<file path="src/rtl/multicycle_control.sv">
// Moore control sequencer for a multi-cycle MIPS datapath (shared ALU, unified memory).
// Define MULTICYCLE_ILLEGAL_TRAP_EN to trap unknown opcodes in a sticky TRAP state.
module multicycle_control #(
   parameter int ALUOP_WIDTH = 4,
   parameter int MEM_LATENCY = 1
) (
   input  logic                   clk,
   input  logic                   reset,
   input  logic [5:0]             OP,
   input  logic [5:0]             FUNCT,
   input  logic                   zero,
   output logic                   pc_en,
   output logic [1:0]             pc_src,
   output logic                   i_or_d,
   output logic                   mem_read,
   output logic                   mem_write,
   output logic                   ir_write,
   output logic [1:0]             reg_dst,
   output logic [1:0]             mem_to_reg,
   output logic                   reg_write,
   output logic                   alu_src_a,
   output logic [1:0]             alu_src_b,
   output logic [ALUOP_WIDTH-1:0] alu_op,
   output logic                   instr_done,
   output logic                   illegal_op
);

   localparam logic [5:0] OP_RTYPE = 6'h00;
   localparam logic [5:0] OP_J     = 6'h02;
   localparam logic [5:0] OP_JAL   = 6'h03;
   localparam logic [5:0] OP_BEQ   = 6'h04;
   localparam logic [5:0] OP_BNE   = 6'h05;
   localparam logic [5:0] OP_ADDI  = 6'h08;
   localparam logic [5:0] OP_ANDI  = 6'h0C;
   localparam logic [5:0] OP_ORI   = 6'h0D;
   localparam logic [5:0] OP_LUI   = 6'h0F;
   localparam logic [5:0] OP_LW    = 6'h23;
   localparam logic [5:0] OP_SW    = 6'h2B;
   localparam logic [5:0] FN_JR    = 6'h08;

   localparam logic [ALUOP_WIDTH-1:0] ALU_ADD  = ALUOP_WIDTH'(1);
   localparam logic [ALUOP_WIDTH-1:0] ALU_ORI  = ALUOP_WIDTH'(2);
   localparam logic [ALUOP_WIDTH-1:0] ALU_ANDI = ALUOP_WIDTH'(3);
   localparam logic [ALUOP_WIDTH-1:0] ALU_LUI  = ALUOP_WIDTH'(4);
   localparam logic [ALUOP_WIDTH-1:0] ALU_SW   = ALUOP_WIDTH'(5);
   localparam logic [ALUOP_WIDTH-1:0] ALU_LW   = ALUOP_WIDTH'(6);
   localparam logic [ALUOP_WIDTH-1:0] ALU_BEQ  = ALUOP_WIDTH'(7);
   localparam logic [ALUOP_WIDTH-1:0] ALU_BNE  = ALUOP_WIDTH'(8);
   localparam logic [ALUOP_WIDTH-1:0] ALU_R    = ALUOP_WIDTH'(15);

   typedef enum logic [3:0] {
      FETCH, DECODE, EXEC_R, WB_R, EXEC_I, WB_I, MEM_ADDR, MEM_RD, MEM_WB, MEM_WR,
      BRANCH, JUMP, JR
`ifdef MULTICYCLE_ILLEGAL_TRAP_EN
      , TRAP
`endif
   } state_t;

`ifdef MULTICYCLE_ILLEGAL_TRAP_EN
   localparam state_t UNKNOWN_TARGET = TRAP;
`else
   localparam state_t UNKNOWN_TARGET = FETCH;
`endif

   state_t     state;
   state_t     decodeTarget;
   logic       knownOp;
   logic [3:0] memCnt;
   logic       memLast;

   assign memLast = (memCnt == 4'(MEM_LATENCY - 1));

   always_comb begin
      knownOp      = 1'b1;
      decodeTarget = FETCH;
      case (OP)
         OP_RTYPE:                         decodeTarget = (FUNCT == FN_JR) ? JR : EXEC_R;
         OP_ADDI, OP_ORI, OP_ANDI, OP_LUI: decodeTarget = EXEC_I;
         OP_LW, OP_SW:                     decodeTarget = MEM_ADDR;
         OP_BEQ, OP_BNE:                   decodeTarget = BRANCH;
         OP_J, OP_JAL:                     decodeTarget = JUMP;
         default:                          knownOp = 1'b0;
      endcase
      if (!knownOp) decodeTarget = UNKNOWN_TARGET;
   end

   // memCnt restarts on every state change, so it counts cycles spent in the current memory state.
   always_ff @(posedge clk) begin
      if (!reset) begin
         state  <= FETCH;
         memCnt <= '0;
      end else begin
         memCnt <= '0;
         case (state)
            FETCH:    if (memLast) state <= DECODE; else memCnt <= memCnt + 4'd1;
            DECODE:   state <= decodeTarget;
            EXEC_R:   state <= WB_R;
            EXEC_I:   state <= WB_I;
            MEM_ADDR: state <= (OP == OP_LW) ? MEM_RD : MEM_WR;
            MEM_RD:   if (memLast) state <= MEM_WB; else memCnt <= memCnt + 4'd1;
            MEM_WR:   if (memLast) state <= FETCH;  else memCnt <= memCnt + 4'd1;
`ifdef MULTICYCLE_ILLEGAL_TRAP_EN
            TRAP:     state <= TRAP;
`endif
            default:  state <= FETCH;
         endcase
      end
   end

   // Outputs are gated by the reset pin so nothing is strobed while reset is held.
   always_comb begin
      pc_en      = 1'b0;
      pc_src     = 2'd0;
      i_or_d     = 1'b0;
      mem_read   = 1'b0;
      mem_write  = 1'b0;
      ir_write   = 1'b0;
      reg_dst    = 2'd0;
      mem_to_reg = 2'd0;
      reg_write  = 1'b0;
      alu_src_a  = 1'b0;
      alu_src_b  = 2'd0;
      alu_op     = '0;
      instr_done = 1'b0;
      illegal_op = 1'b0;
      if (reset) begin
         case (state)
            FETCH: begin
               mem_read = 1'b1;
               if (memLast) begin
                  ir_write  = 1'b1;
                  alu_src_b = 2'd1;
                  alu_op    = ALU_ADD;
                  pc_en     = 1'b1;
               end
            end
            DECODE: begin
               alu_src_b = 2'd3;
               alu_op    = ALU_ADD;
`ifndef MULTICYCLE_ILLEGAL_TRAP_EN
               instr_done = ~knownOp;
`endif
            end
            EXEC_R: begin
               alu_src_a = 1'b1;
               alu_op    = ALU_R;
            end
            WB_R: begin
               reg_dst    = 2'd1;
               reg_write  = 1'b1;
               instr_done = 1'b1;
            end
            EXEC_I: begin
               alu_src_a = 1'b1;
               alu_src_b = 2'd2;
               case (OP)
                  OP_ORI:  alu_op = ALU_ORI;
                  OP_ANDI: alu_op = ALU_ANDI;
                  OP_LUI:  alu_op = ALU_LUI;
                  default: alu_op = ALU_ADD;
               endcase
            end
            WB_I: begin
               reg_write  = 1'b1;
               instr_done = 1'b1;
            end
            MEM_ADDR: begin
               alu_src_a = 1'b1;
               alu_src_b = 2'd2;
               alu_op    = (OP == OP_LW) ? ALU_LW : ALU_SW;
            end
            MEM_RD: begin
               mem_read = 1'b1;
               i_or_d   = 1'b1;
            end
            MEM_WB: begin
               mem_to_reg = 2'd1;
               reg_write  = 1'b1;
               instr_done = 1'b1;
            end
            MEM_WR: begin
               mem_write  = 1'b1;
               i_or_d     = 1'b1;
               instr_done = memLast;
            end
            BRANCH: begin
               alu_src_a  = 1'b1;
               alu_op     = (OP == OP_BEQ) ? ALU_BEQ : ALU_BNE;
               pc_src     = 2'd1;
               pc_en      = (OP == OP_BEQ) ? zero : ~zero;
               instr_done = 1'b1;
            end
            JUMP: begin
               pc_src     = 2'd2;
               pc_en      = 1'b1;
               instr_done = 1'b1;
               if (OP == OP_JAL) begin
                  reg_dst    = 2'd2;
                  mem_to_reg = 2'd2;
                  reg_write  = 1'b1;
               end
            end
            JR: begin
               pc_src     = 2'd3;
               pc_en      = 1'b1;
               instr_done = 1'b1;
            end
`ifdef MULTICYCLE_ILLEGAL_TRAP_EN
            TRAP:    illegal_op = 1'b1;
`endif
            default: ;
         endcase
      end
   end

endmodule

</file>
<file path="config.mk">
export PLATFORM = sky130hd
export DESIGN_NAME = multicycle_control
export DESIGN_NICKNAME = d
export VERILOG_FILES = /design/src/rtl/multicycle_control.sv
export SDC_FILE = /design/constraint.sdc
export NUM_CORES = 1
export LEC_CHECK = 0
export CAP_MARGIN = 30
export CORE_UTILIZATION = 50
export DETAILED_ROUTE_END_ITERATION = 16
export PLACE_DENSITY = 0.93
export SLEW_MARGIN = 20
export SYNTH_ARGS = -nofsm -noshare
export SYNTH_HDL_FRONTEND = slang
export SYNTH_SLANG_ARGS = --single-unit
</file>
<file path="constraint.sdc">
create_clock -name clk -period 4.2 [get_ports clk]
set_input_delay 0.63 -clock clk [delete_from_list [all_inputs] [get_ports clk]]
set_output_delay 0.63 -clock clk [all_outputs]
set_load 0.005 [all_outputs]
</file>
==> tab_implementation.tex <==
\begin{tabular}{lr}
\hline
Metric & Value \\
\hline
\multicolumn{2}{l}{\textbf{STA}} \\
\quad Transition time of the tightest slew-check pin & around 0.8 ns \\
\quad Summed negative setup slack over all endpoints & 0 ns \\
\quad Max-slew headroom & 46.8\% \\
\quad Number of slew-limit violations in the final report & 0 \\
\quad Share of the clock period used by the worst path after layout & a little over four fifths \\
\quad Final Hold Viols & 0 \\
\quad Setup repair after global routing missed its margin & no \\
\quad Number of endpoints failing setup at the final stage & 0 \\
\quad Max frequency & 286 MHz \\
\quad Shortest clock period the worst path allows after layout & 3.50 ns \\
\quad Worst clock skew & slightly below 0.007 ns \\
\multicolumn{2}{l}{\textbf{Setup path}} \\
\quad List of cells traversed by the critical path & clkdlybuf4s50\_1, nand2\_1, and4bb\_2, nand2\_1, a211o\_1, a21oi\_2, clkdlybuf4s50\_1 \\
\quad Reg2Reg Capture Point & state[2] \\
\quad Crit-path slowest cell & clkdlybuf4s50\_1 \\
\quad CP arrival & between 2 and 3 ns \\
\quad Kind of critical path & in -> out \\
\quad CP startpoint kind & primary input \\
\quad Max incr delay on CP & between 0.6 and 0.7 ns \\
\quad Largest fanout on the critical path & 13 \\
\quad Capturing element type of the critical path & primary output \\
\quad Origin of the critical flop-to-flop path & state[1] \\
\quad Endpoint of the most critical setup path & alu\_op[1] \\
\quad Timing startpoint of the critical path & OP[1] \\
\quad Slack of the worst reg-to-reg path & roughly 2.2 ns \\
\quad Worst R2R Path Depth & 5 \\
\quad Required arrival time at the worst endpoint & 3.57 ns \\
\multicolumn{2}{l}{\textbf{Power}} \\
\quad Share of total power consumed by net switching & between 20\% and 30\% \\
\quad Sequential Power Share & 40.6\% \\
\quad Logic gate share of total power & between 30\% and 40\% \\
\quad Clock network power share & between 20\% and 30\% \\
\quad Standby leakage power & 0.484 nW \\
\quad Maximum vdd ir drop & slightly above 0.1 mV \\
\quad Int Power & around 0.00014 W \\
\quad Final Power & around 0.00020 W \\
\quad Cell Pwr Density & 140 mW/mm\^{}2 \\
\quad Total net switching power & 0.0000591 W \\
\multicolumn{2}{l}{\textbf{Drt}} \\
\quad Total length of routed met3 wires & $\sim$200 um \\
\quad Met1 Wirelength & 1.21 mm \\
\quad Top routing layer in use & met4 \\
\quad Number of DRC markers in iteration 0 & 60 \\
\quad Drt first pass iters & 6 \\
\quad Final routed wirelength across all metal layers & 2.93 mm \\
\quad Via count normalized by instance count & between 6 and 7 \\
\quad Final ANT Viol Nets & 0 \\
\quad Vias post-DR & between 1000 and 1500 \\
\quad Routed wl met2 & $\sim$1.5 mm \\
\quad Number of design rule violations left after detail routing & 0 \\
\quad Routed wire per std cell & between 10 and 15 um \\
\multicolumn{2}{l}{\textbf{Clock network}} \\
\quad TritonCTS clock tree & done \\
\quad Clock tree root buffer cell & clkbuf\_4 \\
\quad Num Clock Sinks & 8 \\
\quad Total CTS buffers & 3 \\
\quad Post-CTS Hold Fix Bufs & 0 \\
\quad Number of gates resized after cts & 0 \\
\quad Setup Buffers After CTS & 0 \\
\quad Clock insertion delay at the later pin of the skew report & roughly 0.26 ns \\
\quad CTS H-tree depth & 1 \\
\quad Clock slew seen by the registers of the worst setup and hold paths & 0.05 ns \\
\quad Max clock buf depth & 2 \\
\multicolumn{2}{l}{\textbf{Logic synthesis}} \\
\quad Sequential-to-total area share from yosys stat & around 14\% \\
\quad Mapped Cells & around 180 \\
\quad FF+latch count, synth & 8 \\
\quad Post-synthesis cell area & 0.00112 sq mm \\
\quad Syn Nets & 196 \\
\quad Number of synthesized flops with an enable pin & 0 \\
\quad Mean area per synthesized cell & around 6.3 sq um \\
\quad Synth cell types & 50 \\
\quad FFs w/ async S/R, synth & 0\% \\
\quad Main synth FF type & dfxtp\_1 \\
\quad Number of synthesis warnings & 0 \\
\multicolumn{2}{l}{\textbf{Finish}} \\
\quad Antenna diode count & 0 \\
\quad Share of layout cells above drive strength 1 & 5.50\% \\
\quad Most common cell after layout, fill and taps aside & clkdlybuf4s50\_1 \\
\quad Area growth from synthesis to final layout & 28.3\% \\
\quad Top library cells by usage in the layout, fill and taps aside & clkdlybuf4s50\_1, nor2\_1, nand2\_1 \\
\quad Number of nets in the final layout & 219 \\
\multicolumn{2}{l}{\textbf{Die}} \\
\quad Die outline height & slightly below 50 um \\
\quad Site row count & 16 \\
\quad Top Ports & 36 \\
\quad Overall die area & about 0.0024 sq mm \\
\quad Core footprint & just over 0.002 sq mm \\
\quad Effective utilization at floorplan & a little over half \\
\quad Width of the chip & 49.3 um \\
\multicolumn{2}{l}{\textbf{Worst hold path}} \\
\quad Class of the tightest hold or removal check & reg -> reg \\
\quad Launch point of the worst hold path & memCnt[0] \\
\multicolumn{2}{l}{\textbf{Global routing}} \\
\quad Global-route wire length before repair & 5.07 mm \\
\quad Pin count of the biggest net entering global routing & 26 \\
\quad Vias in the first global route & between 1000 and 1500 \\
\quad GRT Residual Overflow & 0 \\
\quad Overall routing resource usage & roughly a quarter \\
\quad Number of antenna violations at the first check in global routing & 0 \\
\multicolumn{2}{l}{\textbf{Job}} \\
\quad Number of max-capacitance violations reported & 0 \\
\multicolumn{2}{l}{\textbf{Placement}} \\
\quad Routability cong. & 0.886 \\
\quad Sum of net half-perimeters after detailed placement & approximately 2.2 mm \\
\quad Port Buffers & 34 \\
\multicolumn{2}{l}{\textbf{Status}} \\
\quad Outcome & finished, final reports clean \\
\hline
\end{tabular}
critical path, delay by kind of cell:
| family | cells | cell delay, ns |
|---|---|---|
| AO/OA/AOI/OAI | 2 | 0.40 |
| buffers and inverters | 2 | 1.21 |
| AND/OR/NAND/NOR | 3 | 0.63 |
flip-flops by register name (all words and copies together) (netlist names):
| name | cells |
|---|---|
| memCnt | 4 |
| state | 4 |
worst min path at each step:
stage / endpoint / slack [ns] / cells after the start
after floorplan: memCnt[0] / 0.43 / 1
after global placement: memCnt[0] / 0.44 / 1
after detailed placement: memCnt[0] / 0.46 / 1
after CTS: memCnt[0] / 0.47 / 1
after global routing: memCnt[0] / 0.51 / 1
final: memCnt[0] / 0.47 / 1
cell type report:
| type | instances | area [sq um] |
|---|---|---|
| inverters | 6 | 22.5 |
| flip-flops and latches | 8 | 160 |
| clock buffers | 3 | 22.5 |
| repair buffers | 34 | 340 |
| fillers | 189 | 606 |
| well taps | 27 | 33.8 |
| multi-input cells | 149 | 857 |
power groups by stage:
stage                     combinational [W]  sequential, W   clock, W
after global placement            0.0000588      0.0000831          0
after CTS                         0.0000610      0.0000815  0.0000598
final                             0.0000614      0.0000816  0.0000581
after global routing              0.0000674      0.0000822  0.0000647
after detailed placement          0.0000608      0.0000831          0
after floorplan                   0.0000373      0.0000792          0
layer usage:
layer / global-route usage, % / vias up
li1: - / 677
met1: 29.9 / 612
met2: 48.2 / 72
met3: 2.49 / 7
met4: 11.8 / 0
met5: 0 / -
Yosys cell counts, types with 2 or more instances:
cell | instances | share of area [%]
nor2_1 | 26 | 8.7
nand2_1 | 18 | 6.0
a21oi_1 | 17 | 7.6
o21ai_0 | 16 | 7.2
clkbuf_1 | 8 | 2.7
dfxtp_1 | 8 | 14
nand3_1 | 8 | 3.6
nand2b_1 | 6 | 3.4
inv_1 | 5 | 1.7
nor3_1 | 5 | 2.2
buf_4 | 4 | 2.7
and3_1 | 3 | 1.7
buf_2 | 3 | 1.3
nor2b_1 | 3 | 1.7
nor4_1 | 3 | 1.7
a211oi_1 | 2 | 1.3
a21o_1 | 2 | 1.3
and2_1 | 2 | 1.1
ha_1 | 2 | 2.2
nand3b_1 | 2 | 1.3
nor4b_1 | 2 | 1.6
o211ai_1 | 2 | 1.3
o22ai_1 | 2 | 1.1
or2_2 | 2 | 1.1
xnor2_1 | 2 | 1.6
xor2_1 | 2 | 1.6
per-stage QoR:
stage / area, sq um / worst slack [ns] / hold WS, ns / utilization, % / cells
6_report: 1440 / 0.701 / 0.466 / 70.3 / 227
5_1_grt: 1440 / 0.591 / 0.510 / 70.3 / 227
4_1_cts: 1440 / 0.720 / 0.475 / 70.3 / 227
2_1_floorplan: 1120 / 1.93 / 0.430 / - / 179
3_3_place_gp: 1410 / 0.804 / 0.444 / 69.2 / 224
3_5_place_dp: 1410 / 0.722 / 0.460 / 69.2 / 224
cell families after synthesis:
family,after synthesis,synth area share (%)
and+or+nand+nor,92,44.4
DFF,8,14.3
buffers and inverters,22,9.16
adders and majority gates,2,2.23
xor gates and xnor gates,4,3.13
other,1,0.335
AOI/OAI and AO/OA,50,26.5
Power figures use the tool's default switching activity.
